**src/rtl/reg_share_arb_pkg.sv**
```systemverilog
`default_nettype none
// ============================================================================
// Module      : reg_share_arb_pkg
// Description : Shared types, constants and helpers for the reg_share_arb
//               round-robin arbiter / shared-register write sequencer.
// Revision    : 1.0 - initial release
// ============================================================================
package reg_share_arb_pkg;

    // Sequencer state encoding
    typedef enum logic [1:0] {
        ST_IDLE  = 2'd0,
        ST_GRANT = 2'd1,
        ST_GUARD = 2'd2
    } state_t;

    // Guard counter width; covers guard intervals 0..15
    localparam int GUARD_CW = 4;

    // Ceiling log2, evaluated at elaboration time for index widths
    function automatic int clog2(input int value);
        int res;
        res = 0;
        for (int i = 0; i < 31; i++) begin
            if ((1 << i) < value) begin
                res = i + 1;
            end
        end
        return res;
    endfunction

    // Index width that never collapses to zero bits
    function automatic int idx_w(input int n);
        return (clog2(n) < 1) ? 1 : clog2(n);
    endfunction

endpackage : reg_share_arb_pkg
`default_nettype wire

```
**src/rtl/rr_arb_pick.sv**
```systemverilog
`default_nettype none
// ============================================================================
// Module      : rr_arb_pick
// Description : Combinational round-robin pick. Returns the first set request
//               bit scanning ptr, ptr+1, ... wrapping modulo N.
// Revision    : 1.0 - initial release
// ============================================================================
module rr_arb_pick
    import reg_share_arb_pkg::*;
#(
    parameter  int N  = 4,
    localparam int IW = idx_w(N)
) (
    input  logic [N-1:0]  req_i,
    input  logic [IW-1:0] ptr_i,
    output logic [IW-1:0] winner_o,
    output logic          found_o
);

    logic [IW-1:0] w_win_hi;
    logic          w_found_hi;
    logic [IW-1:0] w_win_lo;
    logic          w_found_lo;

    // Lowest set bit at or above ptr wins; otherwise wrap to lowest set bit
    always_comb begin
        w_win_hi   = '0;
        w_found_hi = 1'b0;
        w_win_lo   = '0;
        w_found_lo = 1'b0;
        for (int i = 0; i < N; i++) begin
            if (req_i[i] && (IW'(i) >= ptr_i) && !w_found_hi) begin
                w_found_hi = 1'b1;
                w_win_hi   = IW'(i);
            end
            if (req_i[i] && !w_found_lo) begin
                w_found_lo = 1'b1;
                w_win_lo   = IW'(i);
            end
        end
        found_o  = w_found_hi | w_found_lo;
        winner_o = w_found_hi ? w_win_hi : w_win_lo;
    end

endmodule : rr_arb_pick
`default_nettype wire

```
**src/rtl/reg_share_arb.sv**
```systemverilog
`default_nettype none
// ============================================================================
// Module      : reg_share_arb
// Description : Round-robin arbiter and write sequencer sharing one W-bit
//               register among N requesters, with a configurable guard
//               interval after each write.
//               Optional macro REG_ARB_PRIO0_EN: requester 0 becomes fixed
//               highest priority; requesters 1..N-1 stay round-robin.
// Revision    : 1.0 - initial release
// ============================================================================
module reg_share_arb
    import reg_share_arb_pkg::*;
#(
    parameter  int N     = 4,
    parameter  int W     = 8,
    parameter  int GUARD = 2,
    localparam int IW    = idx_w(N)
) (
    input  logic           clk,
    input  logic           rst,      // asynchronous, active-low
    input  logic [N-1:0]   req,
    input  logic [N*W-1:0] wdata,
    output logic [N-1:0]   gnt,
    output logic [W-1:0]   q,
    output logic           q_vld,
    output logic [IW-1:0]  owner,
    output logic           busy
);

    localparam logic [GUARD_CW-1:0] GUARD_LOAD = GUARD_CW'((GUARD > 0) ? GUARD - 1 : 0);
    localparam logic [IW-1:0]       LAST_IDX   = IW'(N - 1);

    state_t                state_q, state_d;
    logic [IW-1:0]         ptr_q, ptr_d;
    logic [IW-1:0]         win_q, win_d;
    logic [N-1:0]          gnt_q, gnt_d;
    logic [W-1:0]          q_q, q_d;
    logic                  vld_q, vld_d;
    logic [IW-1:0]         owner_q, owner_d;
    logic [GUARD_CW-1:0]   gcnt_q, gcnt_d;

    logic [W-1:0]          w_lane [N];
    logic [N-1:0]          w_pick_req;
    logic                  w_prio0;
    logic [IW-1:0]         w_pick_idx;
    logic                  w_pick_found;

    // Unpack the flat data bus into per-requester lanes
    for (genvar i = 0; i < N; i++) begin : g_lane
        assign w_lane[i] = wdata[i*W +: W];
    end

`ifdef REG_ARB_PRIO0_EN
    // Requester 0 bypasses the rotation; the picker only sees 1..N-1
    assign w_pick_req = {req[N-1:1], 1'b0};
    assign w_prio0    = req[0];
`else
    assign w_pick_req = req;
    assign w_prio0    = 1'b0;
`endif

    rr_arb_pick #(
        .N (N)
    ) u_pick (
        .req_i    (w_pick_req),
        .ptr_i    (ptr_q),
        .winner_o (w_pick_idx),
        .found_o  (w_pick_found)
    );

    // State and datapath registers, cleared immediately by reset
    always_ff @(posedge clk or negedge rst) begin
        if (!rst) begin
            state_q <= ST_IDLE;
            ptr_q   <= '0;
            win_q   <= '0;
            gnt_q   <= '0;
            q_q     <= '0;
            vld_q   <= 1'b0;
            owner_q <= '0;
            gcnt_q  <= '0;
        end else begin
            state_q <= state_d;
            ptr_q   <= ptr_d;
            win_q   <= win_d;
            gnt_q   <= gnt_d;
            q_q     <= q_d;
            vld_q   <= vld_d;
            owner_q <= owner_d;
            gcnt_q  <= gcnt_d;
        end
    end

    // Next-state: arbitrate in IDLE, write on GRANT exit, count out GUARD
    always_comb begin
        state_d = state_q;
        ptr_d   = ptr_q;
        win_d   = win_q;
        gnt_d   = '0;
        q_d     = q_q;
        vld_d   = vld_q;
        owner_d = owner_q;
        gcnt_d  = gcnt_q;

        case (state_q)
            ST_IDLE: begin
                if (w_prio0) begin
                    // Fixed-priority win leaves the rotation untouched
                    win_d    = '0;
                    gnt_d[0] = 1'b1;
                    state_d  = ST_GRANT;
                end else if (w_pick_found) begin
                    win_d             = w_pick_idx;
                    gnt_d[w_pick_idx] = 1'b1;
                    ptr_d             = (w_pick_idx == LAST_IDX) ? '0 : w_pick_idx + 1'b1;
                    state_d           = ST_GRANT;
                end
            end

            ST_GRANT: begin
                // Write happens regardless of whether the winner still requests
                q_d     = w_lane[win_q];
                owner_d = win_q;
                vld_d   = 1'b1;
                if (GUARD > 0) begin
                    gcnt_d  = GUARD_LOAD;
                    state_d = ST_GUARD;
                end else begin
                    state_d = ST_IDLE;
                end
            end

            ST_GUARD: begin
                if (gcnt_q == '0) begin
                    state_d = ST_IDLE;
                end else begin
                    gcnt_d = gcnt_q - 1'b1;
                end
            end

            default: begin
                state_d = ST_IDLE;
            end
        endcase
    end

    assign gnt   = gnt_q;
    assign q     = q_q;
    assign q_vld = vld_q;
    assign owner = owner_q;
    assign busy  = (state_q == ST_GRANT) || (state_q == ST_GUARD);

endmodule : reg_share_arb
`default_nettype wire

```
**config.mk**
```make
export PLATFORM = sky130hd
export DESIGN_NAME = reg_share_arb
export DESIGN_NICKNAME = d
export VERILOG_FILES = /design/src/rtl/reg_share_arb_pkg.sv /design/src/rtl/rr_arb_pick.sv /design/src/rtl/reg_share_arb.sv
export SDC_FILE = /design/constraint.sdc
export NUM_CORES = 1
export LEC_CHECK = 0
export CAP_MARGIN = 20
export CORE_ASPECT_RATIO = 0.7
export CORE_MARGIN = 4
export CORE_UTILIZATION = 47
export DETAILED_ROUTE_END_ITERATION = 8
export PLACE_DENSITY = 0.85
export SYNTH_ARGS = -nofsm -noshare
export SYNTH_HDL_FRONTEND = slang
export SYNTH_SLANG_ARGS = --single-unit
```
**constraint.sdc**
```tcl
create_clock -name clk -period 4.82 [get_ports clk]
set_input_delay 1.205 -clock clk [delete_from_list [all_inputs] [get_ports clk]]
set_output_delay 1.205 -clock clk [all_outputs]
set_load 0.005 [all_outputs]
```
==> flow_metrics.tcl, run 1 <==
set metrics [dict create \
    status "finished clean" \
    cts.sinks 25 \
    final_common_cell "clkdlybuf4s50_1" \
    dieArea_um2 3970 \
    crit_fanout 6 \
    worst_setup_path_start_kind "primary input" \
    antenna_left 0 \
    numCtsBuffers 3 \
    hold_buffers 0 \
    most-common-layout-cells "clkdlybuf4s50_1 (53), dfrtp_1 (25), mux2_2 (12)" \
    ctsHtreeMaxLevel 1 \
    grt_util_all_layers_pct 18.9 \
    fin_ws_ns 1.96 \
    first_iter_violations 50 \
    hold_path_depth 1 \
    vdd_drop_max_mv 0.282 \
    critical_path_required_ns 4.98 \
    rows 16 \
    die_w_um 73.6 \
    die_h_um 53.9 \
    post-place-ws_ns 1.69 \
    finalCritPeriodShare_pct 59.2 \
    slew_headroom_pct 59.6 \
    pwr_density_cell_nw_per_um2 531 \
    rsz0062_at_grt "no" \
    syn_to_final_growth_pct 44.5 \
    r2r-end "state_q[1]$_DFFE_PN0P_" \
    synth_area_um2 1420 \
    holdCritPathClass "reg -> reg" \
    fin_tns_setup_ns 0 \
    cap_violations 0 \
    yosysWarnings 0 \
    multiInputGateArea_um2 747 \
    leakage_uw 0.000863 \
    grt_max_degree 26 \
    hold_viol 0 \
    area.sequential_um2 626 \
    synthesis.instances 109 \
    synth_top_area_cell "dfrtp_1" \
    wl_mm 3.41 \
    drive_above_1_share_pct 18.3 \
    synth_seq_cells 25 \
    fin_nets 212 \
    synthFlopType "dfrtp_1" \
    tightest_slew_ns 0.606 \
    clk_pin_slew_ns 0.08 \
    synthDistinctLibCells 31 \
    gr-total-overflow 0 \
    min_period_ns 2.86 \
    seq_area_frac_synth_pct 44.2 \
    io_pins 54 \
    syn-num-nets 156 \
    crit_arrival_ns 3.01 \
    r2r_cells 5 \
    reg2reg_slack_ns 3.06 \
    diodes 0 \
    post-dp-hpwl_mm 2.76 \
    vias_per_cell 5.47 \
    antenna_found_initial 0 \
    cts_root_buf "clkbuf_8" \
    critPathKind "in -> reg" \
    r2r_start "gcnt_q[0]$_DFFE_PN0P_" \
    whs_endpoint "q_vld$_DFFE_PN0P_" \
    core_area_um2 2840 \
    cts_setup_buffers 0 \
    post_drt_wl_per_cell_um 17.1 \
    num-fill-cells 203 \
    fin_skew_ns 0.00354 \
    synth_top_area_share_pct 44.2 \
    vias 1093 \
    holdWs_ns 0.483 \
    insertion_delay_ns 0.27 \
    async_reset_ff_share_pct 100 \
    drtPass1Iterations 4 \
    place_congestion 0.835 \
    synth_area_leaders "dfrtp_1 (44%), mux4_2 (13%), mux2_2 (9.5%)" \
    cts_resized 0 \
    synth_edf_count 0 \
    min_from "q_vld$_DFFE_PN0P_" \
    ctsLongestPathBuffers 2 \
    grt_pass1_wl_mm 5.43 \
    fmax_mhz 350 \
    drcViolationCount 0 \
    synth.avg_cell_area_um2 13.0 \
    drv_slew 0 \
    cts_tree "yes" \
    grt_pass1_vias 1137 \
    setup_violations 0 \
    io_buffer_count 53 \
    end_kind "flop" \
    start_util_pct 49.8 \
]
-- final cells by class --
cell class	instances	share of cell area [%]
Multi-Input combinational cell	75	36.5
Sequential cell	25	30.6
Timing Repair Buffer	54	27.3
Tap cell	36	2.20
Clock buffer	3	2.02
Inverter	6	1.10
Clock inverter	1	0.245
-- metrics by stage --
step           instance area, um^2  power (uW)  cells  utilization [%]
2_1_floorplan                 1420         734    109                -
4_1_cts                       2020        1100    199             71.0
5_1_grt                       2040        1170    200             71.9
6_report                      2040        1090    200             71.9
3_5_place_dp                  1970         971    195             69.3
3_3_place_gp                  1970         935    195             69.3
-- where the power goes --
part	total (uW)	internal [uW]	leakage, uW	switching (uW)
registers	389	303	0.000304	86.1
clock network	123	57.9	0.0000255	65.4
logic	574	359	0.000533	216
total	1090	719	0.000863	367
-- cell families (layout without fill, tap and decap cells) --
family / count (synthesis) / count (layout) / share of synthesized area [%]
fa+ha+maj: 9 / 9 / 7.96
compound gates: 11 / 11 / 7.43
simple gates: 31 / 31 / 11.9
buf+inv: 9 / 64 / 3.01
flops: 25 / 25 / 44.2
mux: 24 / 24 / 25.5
-- state kept, by name, summed over array words and instances, names as in the netlist --
signal   flops
ptr_q        2
q            8
owner        2
gnt          4
gcnt_q       4
win_q        2
state_q      2
q_vld        1
-- metal layers --
metal | track usage, % | part of all wire [%] | routed length (um) | vias to the layer above
met4 | 7.23 | 1.7 | 57 | 0
met1 | 21.0 | 39 | 1330 | 545
met5 | 0 | 0 | 0 | -
met3 | 4.85 | 5.0 | 172 | 5
met2 | 34.9 | 54 | 1850 | 33
li1 | - | - | - | 510
-- critical path, cell delays in order --
cell and delay (ns):
clkdlybuf4s50_1 0.54, nor2b_1 0.20, a221oi_1 0.37, nor2_1 0.13, ha_1 0.29, mux2_4 0.27
-- synth_stat cells (all sizes together), types with 3 or more instances --
cell type / n
inv: 6
mux2: 13
mux2i: 3
nand2b: 3
dfrtp: 25
nor2: 3
a21oi: 3
nand2: 9
mux4: 8
ha: 9
and2: 5
-- worst max path at each step --
stage            from                    to  slack [ns]
2_1_floorplan  req[2]  ptr_q[1]$_DFFE_PN0P_        2.41
3_3_place_gp   req[2]  ptr_q[1]$_DFFE_PN0P_        1.75
3_5_place_dp   req[2]  ptr_q[1]$_DFFE_PN0P_        1.69
4_1_cts        req[2]  ptr_q[1]$_DFFE_PN0P_        1.98
5_1_grt        req[2]  ptr_q[1]$_DFFE_PN0P_        1.87
6_report       req[2]  ptr_q[1]$_DFFE_PN0P_        1.96
(Power assumes the default switching activity.)
==> run 2: changes to the inputs <==
CORE_UTILIZATION = 39   (was 47)
PLACE_DENSITY = 0.75   (was 0.85)
clock period = 2.3 ns   (was 4.82 ns; I/O delays follow)
==> run 2 against run 1 <==
Clock-buffer cell count unchanged. Critical path type unchanged. Largest power group unchanged. Flip-flop and latch count unchanged. Sequential power grew 110%. Core utilization fell by 8.4 points. Critical path depth is 1 higher. Setup slack worse by 1.8 ns.
==> flow_metrics.tcl, run 2 (same netlist as run 1, synthesis figures left out) <==
set metrics [dict create \
    hold_viol 0 \
    drive_above_1_share_pct 22.5 \
    fin_area_um2 2110 \
    syn_to_final_growth_pct 49.0 \
    drv_slew 0 \
    grt_pass1_vias 1139 \
    placed_area_um2 2060 \
    drtPass1Iterations 4 \
    start_util_pct 42.6 \
    grt_max_degree 26 \
    fin_total_pwr_uw 2310 \
    worst_setup_path_start_kind "primary input" \
    post_drt_wl_per_cell_um 15.2 \
    ctsHtreeMaxLevel 1 \
    insertion_delay_ns 0.27 \
    gr-total-overflow 0 \
    num-fill-cells 260 \
    vias_per_cell 4.96 \
    top_layer_used "met4" \
    dr_wl_met2_mm 1.54 \
    status "finished clean" \
    dieArea_um2 4670 \
    io_buffer_count 53 \
    antenna_found_initial 0 \
    rsz0062_at_grt "no" \
    critical_path_required_ns 2.46 \
    area.sequential_um2 626 \
    min_period_ns 2.10 \
    rows 17 \
    diodes 0 \
    fin_tns_setup_ns 0 \
    fin_skew_ns 0.00690 \
    wl_met3_um 211 \
    crit_arrival_ns 2.26 \
    multiInputGateArea_um2 747 \
    dp_cells 216 \
    io_pins 54 \
    tightest_slew_ns 0.548 \
    cts_root_buf "clkbuf_8" \
    ctsLongestPathBuffers 2 \
    cts.sinks 25 \
    holdCritPathClass "reg -> reg" \
    holdWs_ns 0.473 \
    die_w_um 80.0 \
    setup_violations 0 \
    end_kind "flop" \
    most-common-layout-cells "clkdlybuf4s50_1 (53), dfrtp_1 (25), mux2_2 (12)" \
    cap_violations 0 \
    leakage_uw 0.000896 \
    hold_buffers 0 \
    fin_nets 221 \
    fmax_mhz 475 \
    grt_util_all_layers_pct 14.5 \
    pwr_density_cell_nw_per_um2 1090 \
    finalCritPeriodShare_pct 91.5 \
    critPathKind "in -> reg" \
    cts_tree "yes" \
    slew_headroom_pct 63.5 \
    largest_register_ffs 8 \
    wl_mm 3.35 \
    final_common_cell "clkdlybuf4s50_1" \
    cts_setup_buffers 0 \
    vdd_drop_max_mv 0.784 \
    post-dp-hpwl_mm 2.70 \
    first_iter_violations 66 \
    place_congestion 0.925 \
    m1WireLength_mm 1.58 \
    vias 1092 \
    finalNonFillerCells 220 \
    die_h_um 58.4 \
    cts_resized 0 \
    antenna_left 0 \
    clk_pin_slew_ns 0.09 \
    core_area_um2 3320 \
    numCtsBuffers 3 \
    drcViolationCount 0 \
    grt_pass1_wl_mm 5.29 \
    crit_fanout 5 \
]
[run 2: changes by cell type in the layout (fill, tap and decap cells not counted)]
cell	change
buf_4	+10
buf_16	-1
clkinv_2	-1
clkinvlp_4	+1
[run 2: final timing paths]
check	from	to	slack, ns	cells after the start
min in group asynchronous	rst	q_vld$_DFFE_PN0P_	0.67	2
worst max register to register	ptr_q[1]$_DFFE_PN0P_	ptr_q[1]$_DFFE_PN0P_	0.57	5
worst max-delay path	req[2]	ptr_q[1]$_DFFE_PN0P_	0.20	7
worst min register to register	q_vld$_DFFE_PN0P_	q_vld$_DFFE_PN0P_	0.47	1
worst min-delay path	q_vld$_DFFE_PN0P_	q_vld$_DFFE_PN0P_	0.47	1
max in group asynchronous	rst	gnt[0]$_DFF_PN0_	1.39	2
[run 2: area by class of cell]
type	count	share of cell area, %
inverter	6	1.07
tap	47	2.79
multi-input combinational	75	35.4
clock buffer	3	1.96
sequential	25	29.7
clock inverter	1	0.356
timing repair buffer	63	28.7
[run 2: layer usage]
layer,up-vias,track usage (%)
li1,524,-
met1,521,19.0
met2,43,23.9
met3,4,4.89
met4,0,2.41
met5,-,0
[run 2: metrics by stage]
stage,util [%],setup WS [ns]
finish,63.5,0.196
global route,63.5,0.0972
CTS,63.5,0.192
detailed placement,62.1,-0.0982
global placement,62.1,0.0227
floorplan,-,0.521
[run 2: critical path, stage by stage]
cell             delay, ns
clkdlybuf4s50_1       0.42
buf_4                 0.17
mux2i_1               0.14
nor2_1                0.09
nor3_1                0.31
ha_1                  0.30
mux2_4                0.26
[run 2: power by group]
part | switching, uW | total [uW] | internal [uW]
logic | 448 | 1230 | 777
registers | 181 | 816 | 635
clock network | 142 | 265 | 123
==> run 3: changes to the inputs <==
CORE_MARGIN = default   (was 4)
==> run 3 against run 2 <==
Non-clock buffer count increased by 1. Via count increased by 2.2%. Largest power group unchanged. Highest routed layer unchanged. Flip-flop and latch count unchanged. Die area decreased by 17%. Combinational power about the same. First-iteration DRC count decreased by 26%. Sequential power increased by 1%. Critical path depth decreased by 4. Global-route usage increased by 5.4 points.
==> flow_metrics.tcl, run 3 (same netlist as run 1, synthesis figures left out) <==
set metrics [dict create \
    tightest_slew_ns 0.568 \
    r2r-end "state_q[1]$_DFFE_PN0P_" \
    wl_mm 3.36 \
    dp_cells 217 \
    cts_root_buf "clkbuf_8" \
    io_pins 54 \
    finalCritPeriodShare_pct 90.6 \
    place_congestion 0.851 \
    start_util_pct 42.9 \
    holdCritPathClass "reg -> reg" \
    grt_pass1_wl_mm 5.66 \
    crit_chain "inv_1 -> ha_1 -> clkdlybuf4s50_1" \
    drcViolationCount 0 \
    die_w_um 74.0 \
    fin_area_um2 2120 \
    final_common_cell "clkdlybuf4s50_1" \
    grt_pass1_vias 1208 \
    cts.sinks 25 \
    antenna_left 0 \
    crit_arrival_ns 1.51 \
    end_kind "output pin" \
    post_drt_wl_per_cell_um 15.2 \
    min_period_ns 2.08 \
    setup_violations 0 \
    hold_path_depth 1 \
    pwr_density_cell_nw_per_um2 1100 \
    r2r_start "gcnt_q[0]$_DFFE_PN0P_" \
    rows 17 \
    numCtsBuffers 3 \
    holdWs_ns 0.478 \
    io_buffer_count 53 \
    antenna_found_initial 0 \
    fin_nets 222 \
    rsz0062_at_grt "no" \
    vias_per_cell 5.05 \
    core_area_um2 3300 \
    die_h_um 52.4 \
    drv_slew 0 \
    critPathKind "reg -> out" \
    critical_path_required_ns 1.73 \
    cts_setup_buffers 0 \
    cap_violations 0 \
    post-dp-hpwl_mm 2.67 \
    fin_skew_ns 0.00505 \
    clk_pin_slew_ns 0.09 \
    gr-total-overflow 0 \
    worst_setup_path_start_kind "flop" \
    vdd_drop_max_mv 0.510 \
    min_from "q_vld$_DFFE_PN0P_" \
    grt_max_degree 26 \
    first_iter_violations 49 \
    crit_fanout 3 \
    drtPass1Iterations 4 \
    vias 1116 \
    finalNonFillerCells 221 \
    most-common-layout-cells "clkdlybuf4s50_1 (53), dfrtp_1 (25), mux2_2 (12)" \
    largest_register_ffs 8 \
    insertion_delay_ns 0.27 \
    grt_util_all_layers_pct 19.9 \
    diodes 0 \
    crit_slowest_cell "clkdlybuf4s50_1" \
    ctsLongestPathBuffers 2 \
    fmax_mhz 480 \
    cts_resized 0 \
    r2r_cells 5 \
    leakage_uw 0.000901 \
    dieArea_um2 3880 \
    hold_viol 0 \
    whs_endpoint "q_vld$_DFFE_PN0P_" \
    hold_buffers 0 \
    slowest_delay_ns 0.49 \
    cts_tree "yes" \
    drive_above_1_share_pct 23.0 \
    ctsHtreeMaxLevel 1 \
    placed_area_um2 2070 \
    reg2reg_slack_ns 0.55 \
    status "finished clean" \
    slew_headroom_pct 62.1 \
    syn_to_final_growth_pct 49.5 \
]
[run 3: through the flow]
step	util, %	TNS, ns	total power [uW]	setup WS, ns
finish	64.2	0	2330	0.216
global route	64.2	0	2510	0.0884
CTS	64.2	0	2360	0.204
detailed placement	62.7	-0.0764	2080	-0.0764
global placement	62.7	0	2010	0.0148
floorplan	-	0	1540	0.521
[run 3: area by class of cell]
class	instances	area (um^2)
Timing Repair Buffer	64	613
Clock buffer	3	41.3
Sequential cell	25	626
Multi-Input combinational cell	75	747
Fill cell	256	1180
Inverter	6	22.5
Tap cell	47	58.8
Clock inverter	1	7.51
[run 3: worst max-delay path by stage]
stage / cells after the start / startpoint / slack, ns / end
after floorplan: 5 / req[2] / 0.52 / ptr_q[1]$_DFFE_PN0P_
after global placement: 6 / req[2] / 0.01 / ptr_q[1]$_DFFE_PN0P_
after detailed placement: 6 / req[2] / -0.08 / ptr_q[1]$_DFFE_PN0P_
after CTS: 3 / state_q[0]$_DFFE_PN0P_ / 0.20 / busy
after global routing: 6 / req[2] / 0.09 / ptr_q[1]$_DFFE_PN0P_
final: 3 / state_q[0]$_DFFE_PN0P_ / 0.22 / busy
[run 3: worst max-delay path: cells and delay by family (launching register included)]
family                     cells  cell delay [ns]
adders and majority gates      1             0.28
DFF                            1             0.39
buffers and inverters          2             0.57
[run 3: power by group]
| group | switching (uW) | internal, uW | leakage [uW] |
|---|---|---|---|
| combinational | 452 | 784 | 0.000575 |
| sequential | 192 | 635 | 0.000304 |
| clock | 145 | 123 | 0.0000217 |
| total | 789 | 1540 | 0.000901 |
[run 3: metal layers]
layer,track usage (%),share of wire (%)
met4,5.77,1.8
met1,22.6,42
met2,35.8,48
met3,6.35,8.9
met5,0,0
